## config.mk

```make
export PLATFORM = sky130hd
export DESIGN_NAME = bcd_converter
export DESIGN_NICKNAME = d
export VERILOG_FILES = /design/src/rtl/bcd_pkg.sv /design/src/rtl/bcd_add3.sv /design/src/rtl/bcd_converter.sv
export SDC_FILE = /design/constraint.sdc
export NUM_CORES = 1
export LEC_CHECK = 0
export CELL_PAD_IN_SITES_DETAIL_PLACEMENT = 1
export CELL_PAD_IN_SITES_GLOBAL_PLACEMENT = 1
export CORE_UTILIZATION = 47
export CTS_CLUSTER_DIAMETER = 120
export DETAILED_ROUTE_END_ITERATION = 7
export PLACE_DENSITY = 0.91
export SYNTH_ARGS = -nofsm -noshare
export SYNTH_HDL_FRONTEND = slang
export SYNTH_HIERARCHICAL = 1
export SYNTH_SLANG_ARGS = --single-unit
```

## constraint.sdc

```tcl
create_clock -name clk -period 3.7 [get_ports clk]
set_input_delay 0.925 -clock clk [delete_from_list [all_inputs] [get_ports clk]]
set_output_delay 0.925 -clock clk [all_outputs]
set_load 0.01 [all_outputs]
```

## src/rtl/bcd_pkg.sv

```systemverilog
// bcd_pkg
//   Shared types and helpers for the binary-to-BCD converter.
//   - state_t          : converter FSM states (IDLE, SHIFT, DONE)
//   - digit_t          : one packed BCD digit (4 bits)
//   - digits_for_width : decimal digits needed to show 2**width-1
package bcd_pkg;

  typedef enum logic [1:0] {
    IDLE  = 2'd0,
    SHIFT = 2'd1,
    DONE  = 2'd2
  } state_t;

  typedef logic [3:0] digit_t;

  // Smallest digit count whose decimal range covers every WIDTH-bit value.
  function automatic int digits_for_width(input int width);
    longint max_val;
    longint limit;
    int     n;
    max_val = (longint'(1) << width) - 1;
    n       = 1;
    limit   = 10;
    while (limit <= max_val) begin
      n     = n + 1;
      limit = limit * 10;
    end
    return n;
  endfunction

endpackage

```

## src/rtl/bcd_add3.sv

```systemverilog
// bcd_add3
//   Combinational double-dabble correction cell for one BCD digit.
//   Adds 3 when the digit is 5 or more, so that the following left shift
//   carries correctly into the next decimal digit.
//   Ports:
//     din  : digit before correction
//     dout : digit after correction
module bcd_add3
  import bcd_pkg::*;
(
  input  digit_t din,
  output digit_t dout
);

  always_comb begin
    dout = din;
    if (din >= digit_t'(5)) begin
      dout = din + digit_t'(3);
    end
  end

endmodule

```

## src/rtl/bcd_converter.sv

```systemverilog
// bcd_converter
//   Sequential double-dabble binary-to-BCD converter. A conversion takes
//   WIDTH shift cycles plus one DONE cycle; the result and a one-cycle
//   valid pulse appear WIDTH+1 cycles after the accepting start edge.
//   Optional feature (macro BCD_CONVERTER_BLANK_EN): adds a leading-zero
//   blanking output, updated together with bcd.
//   Parameters:
//     WIDTH  : width of the binary input
//     DIGITS : number of BCD digits produced (10**DIGITS must exceed 2**WIDTH-1)
//   Ports:
//     clk   : clock, rising edge
//     rst   : asynchronous active-high reset
//     start : request a conversion of bin (accepted only when ready)
//     bin   : unsigned binary input, captured on the accepting edge
//     ready : high while idle
//     valid : one-cycle pulse when bcd holds a new result
//     bcd   : packed BCD result, digit 0 (units) in bits [3:0]
//     blank : (macro only) blank[i] set when digit i and all above are zero;
//             blank[0] is always 0
module bcd_converter
  import bcd_pkg::*;
#(
  parameter int WIDTH  = 8,
  parameter int DIGITS = 3
) (
  input  logic                  clk,
  input  logic                  rst,
  input  logic                  start,
  input  logic [WIDTH-1:0]      bin,
  output logic                  ready,
  output logic                  valid,
`ifdef BCD_CONVERTER_BLANK_EN
  output logic [4*DIGITS-1:0]   bcd,
  output logic [DIGITS-1:0]     blank
`else
  output logic [4*DIGITS-1:0]   bcd
`endif
);

  localparam int CNT_W = $clog2(WIDTH + 1);
  localparam int BCD_W = 4 * DIGITS;

  state_t               state;
  state_t               state_next;
  logic [WIDTH-1:0]     shift_reg;
  logic [BCD_W-1:0]     scratch;
  logic [BCD_W-1:0]     scratch_adj;
  logic [CNT_W-1:0]     bit_cnt;
  logic                 last_shift;
  logic [BCD_W+WIDTH-1:0] shifted;

  // One correction cell per digit of the scratch register.
  for (genvar g = 0; g < DIGITS; g++) begin : g_add3
    bcd_add3 u_add3 (
      .din  (scratch[4*g +: 4]),
      .dout (scratch_adj[4*g +: 4])
    );
  end

  // The counter still holds WIDTH-1 during the final shift cycle.
  assign last_shift = (bit_cnt == CNT_W'(WIDTH - 1));
  assign shifted    = {scratch_adj, shift_reg} << 1;

  always_ff @(posedge clk or posedge rst) begin
    if (rst) begin
      state <= IDLE;
    end else begin
      state <= state_next;
    end
  end

  always_comb begin
    state_next = state;
    case (state)
      IDLE:    if (start) state_next = SHIFT;
      SHIFT:   if (last_shift) state_next = DONE;
      DONE:    state_next = IDLE;
      default: state_next = IDLE;
    endcase
  end

  always_comb begin
    ready = (state == IDLE);
  end

  // Datapath. bcd and valid are loaded on the edge that leaves DONE, so the
  // pulse and the new result become visible in the same cycle.
  always_ff @(posedge clk or posedge rst) begin
    if (rst) begin
      shift_reg <= '0;
      scratch   <= '0;
      bit_cnt   <= '0;
      bcd       <= '0;
      valid     <= 1'b0;
    end else begin
      valid <= 1'b0;
      case (state)
        IDLE: begin
          if (start) begin
            shift_reg <= bin;
            scratch   <= '0;
            bit_cnt   <= '0;
          end
        end
        SHIFT: begin
          {scratch, shift_reg} <= shifted;
          bit_cnt              <= bit_cnt + 1'b1;
        end
        DONE: begin
          bcd   <= scratch;
          valid <= 1'b1;
        end
        default: ;
      endcase
    end
  end

`ifdef BCD_CONVERTER_BLANK_EN
  localparam logic [DIGITS-1:0] BLANK_RST = ~(DIGITS'(1));

  logic [DIGITS-1:0] blank_next;
  logic              all_zero;

  // Walk from the top digit down; a digit is blanked only while every digit
  // above it is also zero. The units digit is never blanked.
  always_comb begin
    blank_next = '0;
    all_zero   = 1'b1;
    for (int i = DIGITS - 1; i >= 1; i--) begin
      all_zero      = all_zero & (scratch[4*i +: 4] == 4'd0);
      blank_next[i] = all_zero;
    end
  end

  always_ff @(posedge clk or posedge rst) begin
    if (rst) begin
      blank <= BLANK_RST;
    end else if (state == DONE) begin
      blank <= blank_next;
    end
  end
`endif

endmodule
```

==> summary.log, run 1 <==
qor: sta.final_max_slew_viol_count 0
qor: place.port-buffer-count 24
qor: worst_setup_path.reg2reg_from state[1]
qor: grt.globalRouteTotalUtil 23.4%
qor: route.first_iter_violations 93
qor: sta.clock_skew 0.00660 ns
qor: place.dp_worst_setup_slack 1.06 ns
qor: grt.vias_in_the_first_global_route 1,551
qor: sta.timing.final.ws_setup 1.15 ns
qor: worst_setup_path.worstReg2RegEnd bcd[1]
qor: sta.setup_viol 0
qor: worst_hold_path.timing.hold.worst_path_depth 1
qor: finish.fillerInstances 413
qor: sta.setup_tns 0 ns
qor: worst_hold_path.worstHoldPathType reg2reg
qor: die.core 3800 µm²
qor: pwr.p_int 1.16 mW
qor: cts.post_cts.repair.setup_buffers 0
qor: sta.rsz0062_at_grt false
qor: synthesis.avgSynthCellArea 11.4 µm²
qor: pwr.power-per-cell-area 806 nW/µm²
qor: die.initial_cell_density_of_the_core 50.9%
qor: grt.grt-ovfl-total 0
qor: cts.clock_sink_count 39
qor: worst_hold_path.capture_endpoint_of_the_worst_hold_path bcd[3]
qor: synthesis.syn-num-nets 187
qor: die.core.rowCount 22
qor: cts.clk-insertion-delay-late 0.30 ns
qor: cts.hold_buffers_post_cts 0
qor: place.routabilityCongestion 0.756
qor: pwr.worst_ir_drop_vdd 0.311 mV
qor: run_status.status complete, no violations
qor: pwr.p_seq_share 41.2%
qor: cts.ctsLongestPathBuffers 2
qor: sta.post-route-period-util 68.9%
qor: worst_setup_path.critical_path.endpoint_type output pin
qor: pwr.clock_share_of_power 17.7%
qor: finish.layout.cells.most_common sky130_fd_sc_hd__dfrtp_1
qor: place.detailed_place_hpwl 3060 µm
qor: cts.ctsResizeCount 0
qor: cts.cts_htree_levels 2
qor: route.route.detailed.wl_per_inst 18.2 µm
qor: sta.finalWorstPathRequiredPeriod 2.55 ns
qor: die.floorplan.die.width 66.1 µm
qor: route.drc_errors 0
qor: finish.layout-area-overhead-vs-synth 18.3%
qor: synthesis.syn_area 1930 µm²
qor: finish.final_cells 242
qor: die.die-area 4370 µm²
qor: grt.grt_pass1_wl 7460 µm
qor: sta.timing.final.hold_violations 0
qor: route.wl 4400 µm
qor: route.drt_pass1_iterations 4
qor: route.route.detailed.vias_per_inst 5.83
qor: place.placedCellCount 234
qor: worst_setup_path.rr_worst_depth 2
qor: sta.max_freq 392 MHz
qor: cts.tritoncts done
qor: route.vias 1,411
qor: pwr.power_leakage 1.04 nW
qor: worst_setup_path.crit_path_start state[0]
qor: worst_setup_path.cp-start-kind flop
qor: die.die_h 66.1 µm
qor: pwr.p_sw 0.684 mW
qor: cts.cts_root_buffer sky130_fd_sc_hd__clkbuf_8
qor: worst_hold_path.hp-start bcd[3]
qor: worst_setup_path.regToRegSetupSlack 1.99 ns
qor: sta.worst_slew_margin 60.9%
qor: synthesis.ys.warnings.count 6
qor: finish.mostFrequentLayoutCells sky130_fd_sc_hd__dfrtp_1 (39), sky130_fd_sc_hd__clkdlybuf4s50_1 (24), sky130_fd_sc_hd__nand2_1 (15), sky130_fd_sc_hd__o21ai_0 (13), sky130_fd_sc_hd__a22o_1 (13)
qor: synthesis.post_synth_inst_count 169
qor: finish.antennaDiodeCount 0
qor: die.design.portCount 25
qor: finish.drive_above_1_share 13.9%
qor: route.drt.antenna.violating_nets 0
qor: worst_setup_path.timing.critical_path.arrival 1.62 ns
qor: worst_setup_path.critical_path_peak_fanout 16
qor: worst_setup_path.critical_path_class reg2out
qor: sta.worst_max_slew_pin_slew 0.586 ns
qor: flow_run.drv_cap 0
qor: grt.grt_antenna_before_repair 0
qor: pwr.power 1.84 mW
qor: cts.cts-buffers-inserted 5
qor: finish.final_core_density 60.2%
qor: cts.clk_transition_reported_paths 0.08 ns
qor: pwr.combinational_cell_fraction_of_total_power 41.1%
qor: finish.fin_nets 211
qor: grt.pin_count_of_the_biggest_net_entering_global_routing 40
qor: worst_setup_path.crit_required 2.77 ns
qor: pwr.switching_share 37.1%
[metal layers]
metal	track usage, %	up-vias	wire (µm)	part of all wire, %
met5	0	-	0	0
met4	9.31	0	115	2.6
met2	40.2	36	2250	51
li1	-	642	-	-
met3	6.72	12	144	3.3
met1	27.4	721	1890	43
[layout make-up]
cell class	count	area (µm²)	share of cell area [%]
flip-flops and latches	39	976	42.7
multi-input cells	115	872	38.1
repair buffers	25	248	10.8
clock buffers	7	96.3	4.21
well taps	48	60.1	2.63
inverters	7	26.3	1.15
clock inverters	1	7.51	0.328
[power by group through the flow]
stage / sequential [mW] / combinational, mW / clock [mW]
after global routing: 0.782 / 0.843 / 0.351
after floorplan: 0.726 / 0.541 / 0
after detailed placement: 0.765 / 0.755 / 0
after global placement: 0.742 / 0.688 / 0
final: 0.760 / 0.757 / 0.326
after CTS: 0.758 / 0.764 / 0.331
[through the flow]
stage	hold slack, ns	area (µm²)
final	0.511	2290
after global routing	0.533	2290
after CTS	0.517	2290
after detailed placement	0.496	2180
after global placement	0.482	2180
after floorplan	0.465	1930
[worst max-delay path: stages (launching register included)]
cell and delay [ns]:
sky130_fd_sc_hd__dfrtp_1 0.60, sky130_fd_sc_hd__nor2_1 0.18, sky130_fd_sc_hd__clkdlybuf4s50_1 0.55
[worst max path at each step]
stage	endpoint	slack [ns]	depth (start not counted)
6_report	ready	1.15	2
5_1_grt	ready	1.08	2
4_1_cts	ready	1.16	2
3_5_place_dp	shift_reg[6]	1.06	4
3_3_place_gp	shift_reg[7]	1.27	4
2_1_floorplan	bcd[0]	1.89	1
Note: power is estimated with default switching activity, not from simulation.
==> run 2, diff against run 1 <==
CORE_UTILIZATION = 43   (was 47)
PLACE_DENSITY = 0.85   (was 0.91)
clock period = 2.5 ns   (was 3.7 ns; I/O delays follow)
==> run 2 against run 1 <==
  * Die area up 9.0%
  * Hold slack better by 0.0036 ns
  * Clock-buffer cell count down 1
  * Non-clock buffer count up 3
  * Highest routed layer unchanged
  * Largest cell class unchanged
  * Largest power group is now combinational cells
  * Combinational power up 51%
  * Wire length down 4.3%
  * Critical path type unchanged
  * Sequential share of layout area down 0.44 points
  * Register-to-register slack worse by 1.0 ns
==> summary.log, run 2 (same netlist as run 1, synthesis figures left out) <==
qor: sta.final_max_slew_viol_count 0 [unchanged]
qor: worst_setup_path.worstReg2RegEnd bcd[2]
qor: sta.setup_tns 0 ns [unchanged]
qor: cts.ctsLongestPathBuffers 2 [unchanged]
qor: grt.grt_antenna_before_repair 0 [unchanged]
qor: finish.fin_nets 214 [+1.4%]
qor: route.drc_errors 0 [unchanged]
qor: route.wl 4210 µm [-4.3%]
qor: worst_setup_path.path_buf_inv 1 [unchanged]
qor: worst_setup_path.regToRegSetupSlack 0.95 ns [-1.04 ns]
qor: worst_setup_path.crit_required 1.88 ns [-0.89 ns]
qor: worst_hold_path.capture_endpoint_of_the_worst_hold_path bcd[3]
qor: die.design.portCount 25 [unchanged]
qor: grt.grt-ovfl-total 0 [unchanged]
qor: worst_setup_path.reg2reg_from state[1]
qor: finish.final_cells 248 [+2.5%]
qor: sta.timing.final.hold_violations 0 [unchanged]
qor: cts.cts-buffers-inserted 5 [unchanged]
qor: cts.clock_sink_count 39 [unchanged]
qor: cts.cts_root_buffer sky130_fd_sc_hd__clkbuf_8
qor: worst_hold_path.worstHoldPathType reg2reg
qor: route.route.detailed.vias_per_inst 5.52 [-5.3%]
qor: cts.cts_htree_levels 2 [unchanged]
qor: die.die_h 69.1 µm [+4.4%]
qor: sta.finalWorstPathRequiredPeriod 2.02 ns
qor: grt.top_usage_layer met2
qor: sta.rsz0062_at_grt false
qor: flow_run.drv_cap 0 [unchanged]
qor: route.route.detailed.wl_per_inst 17.0 µm [-6.6%]
qor: route.vias 1,369 [-3.0%]
qor: sta.worst_slew_margin 60.0% [-0.83 points]
qor: die.floorplan.die.width 69.1 µm [+4.4%]
qor: worst_hold_path.hp-start bcd[3]
qor: sta.max_freq 496 MHz
qor: grt.use_met2 33.3% [-6.8 points]
qor: grt.globalRouteTotalUtil 19.4% [-4.0 points]
qor: grt.grt_pass1_wl 7250 µm [-2.8%]
qor: grt.pin_count_of_the_biggest_net_entering_global_routing 28 [-30%]
qor: pwr.power-per-cell-area 1150 nW/µm² [+43%]
qor: grt.groute.layer.met1.usage 23.4% [-4.0 points]
qor: worst_setup_path.critical_path.endpoint_type output pin
qor: worst_setup_path.critical_path_class reg2out
qor: grt.global_route.usage.met3 4.24% [-2.5 points]
qor: finish.layout-area-overhead-vs-synth 19.5%
qor: place.detailed_place_hpwl 2940 µm [-3.7%]
qor: place.placedCellCount 241 [+3.0%]
qor: finish.mostFrequentLayoutCells sky130_fd_sc_hd__dfrtp_1 (39), sky130_fd_sc_hd__clkdlybuf4s50_1 (24), sky130_fd_sc_hd__nand2_1 (15), sky130_fd_sc_hd__o21ai_0 (13), sky130_fd_sc_hd__a22o_1 (13)
qor: place.routabilityCongestion 0.772 [+2.1%]
qor: worst_setup_path.timing.critical_path.arrival 1.39 ns [-0.23 ns]
qor: pwr.power_leakage 1.06 nW [+1.5%]
qor: pwr.worst_ir_drop_vdd 0.514 mV [+65%]
qor: die.die-area 4770 µm² [+9.0%]
qor: route.drt.antenna.violating_nets 0 [unchanged]
qor: worst_setup_path.slowest_delay 0.56 ns [-0.04 ns]
qor: cts.post_cts.repair.setup_buffers 0 [unchanged]
qor: sta.timing.final.ws_setup 0.485 ns [-0.667 ns]
qor: sta.setup_viol 0 [unchanged]
qor: worst_setup_path.cp-start-kind flop
qor: cts.clk-insertion-delay-late 0.29 ns [about the same]
qor: finish.drive_above_1_share 14.8% [+0.88 points]
qor: cts.hold_buffers_post_cts 0 [unchanged]
qor: cts.clk_transition_reported_paths 0.07 ns [about the same]
qor: cts.ctsResizeCount 0 [unchanged]
qor: run_status.status complete, no violations
qor: finish.layout.cells.most_common sky130_fd_sc_hd__dfrtp_1
qor: worst_setup_path.cp_slowest_cell sky130_fd_sc_hd__clkdlybuf4s50_1
qor: sta.post-route-period-util 80.6%
qor: route.drt_pass1_iterations 4 [unchanged]
qor: sta.clock_skew 0.00871 ns [+0.00211 ns]
qor: worst_setup_path.cpLargestDelayFamily buffers and inverters
qor: worst_setup_path.rr_worst_depth 3 [+1]
qor: finish.final_core_density 53.4% [-6.8 points]
qor: place.port-buffer-count 24 [unchanged]
qor: die.initial_cell_density_of_the_core 44.7% [-6.2 points]
qor: worst_hold_path.timing.hold.worst_path_depth 1 [unchanged]
qor: grt.vias_in_the_first_global_route 1,523 [-1.8%]
qor: die.core 4320 µm² [+14%]
qor: cts.tritoncts done
qor: worst_setup_path.cp_cell_sequence nor2_1 -> clkdlybuf4s50_1
qor: place.dp_worst_setup_slack 0.359 ns [-0.698 ns]
qor: route.first_iter_violations 51 [-45%]
qor: die.core.rowCount 24 [+9.1%]
qor: sta.worst_max_slew_pin_slew 0.598 ns [+0.0125 ns]
qor: finish.antennaDiodeCount 0 [unchanged]
qor: worst_setup_path.critical_path_peak_fanout 2 [-14]
qor: sta.hold_slack 0.514 ns [+0.00359 ns]
[run 2: metrics by stage]
stage	power [mW]	instance area (µm²)
after floorplan	1.88	1930
final	2.66	2310
after global routing	2.85	2310
after CTS	2.70	2310
after global placement	2.13	2220
after detailed placement	2.25	2220
[run 2: cell type report]
cell class	count	area [µm²]
clock inverter	1	5.00
sequential	39	976
clock buffer	6	82.6
tap	52	65.1
fill	481	2010
inverter	7	26.3
timing repair buffer	28	283
multi-input combinational	115	872
[run 2: how the worst max path moves through the flow]
stage,from,end,slack [ns],depth (start not counted)
finish,state[0],ready,0.48,2
global route,state[0],ready,0.40,2
CTS,state[0],ready,0.47,2
floorplan,rst,bcd[0],0.99,1
global placement,start,shift_reg[7],0.50,4
detailed placement,start,shift_reg[2],0.36,4
[run 2: power by group]
group          total, mW  switching (mW)  internal (mW)
registers           1.09           0.223          0.864
logic               1.14           0.527          0.613
clock network      0.429           0.213          0.216
total               2.66           0.963           1.69
[run 2: worst reg2reg max path: cells and delay by family (launching register included)]
kind,cells,cell delay [ns]
AND/OR/NAND/NOR,1,0.48
multiplexers,1,0.40
flip-flops,1,0.35
buffers and inverters,1,0.20
[run 2: routing by layer]
layer,wire length [µm],vias to the layer above,part of all wire [%]
met5,0,-,0
met4,55,0,1.3
met3,96,5,2.3
met2,2210,21,53
met1,1850,699,44
li1,-,644,-
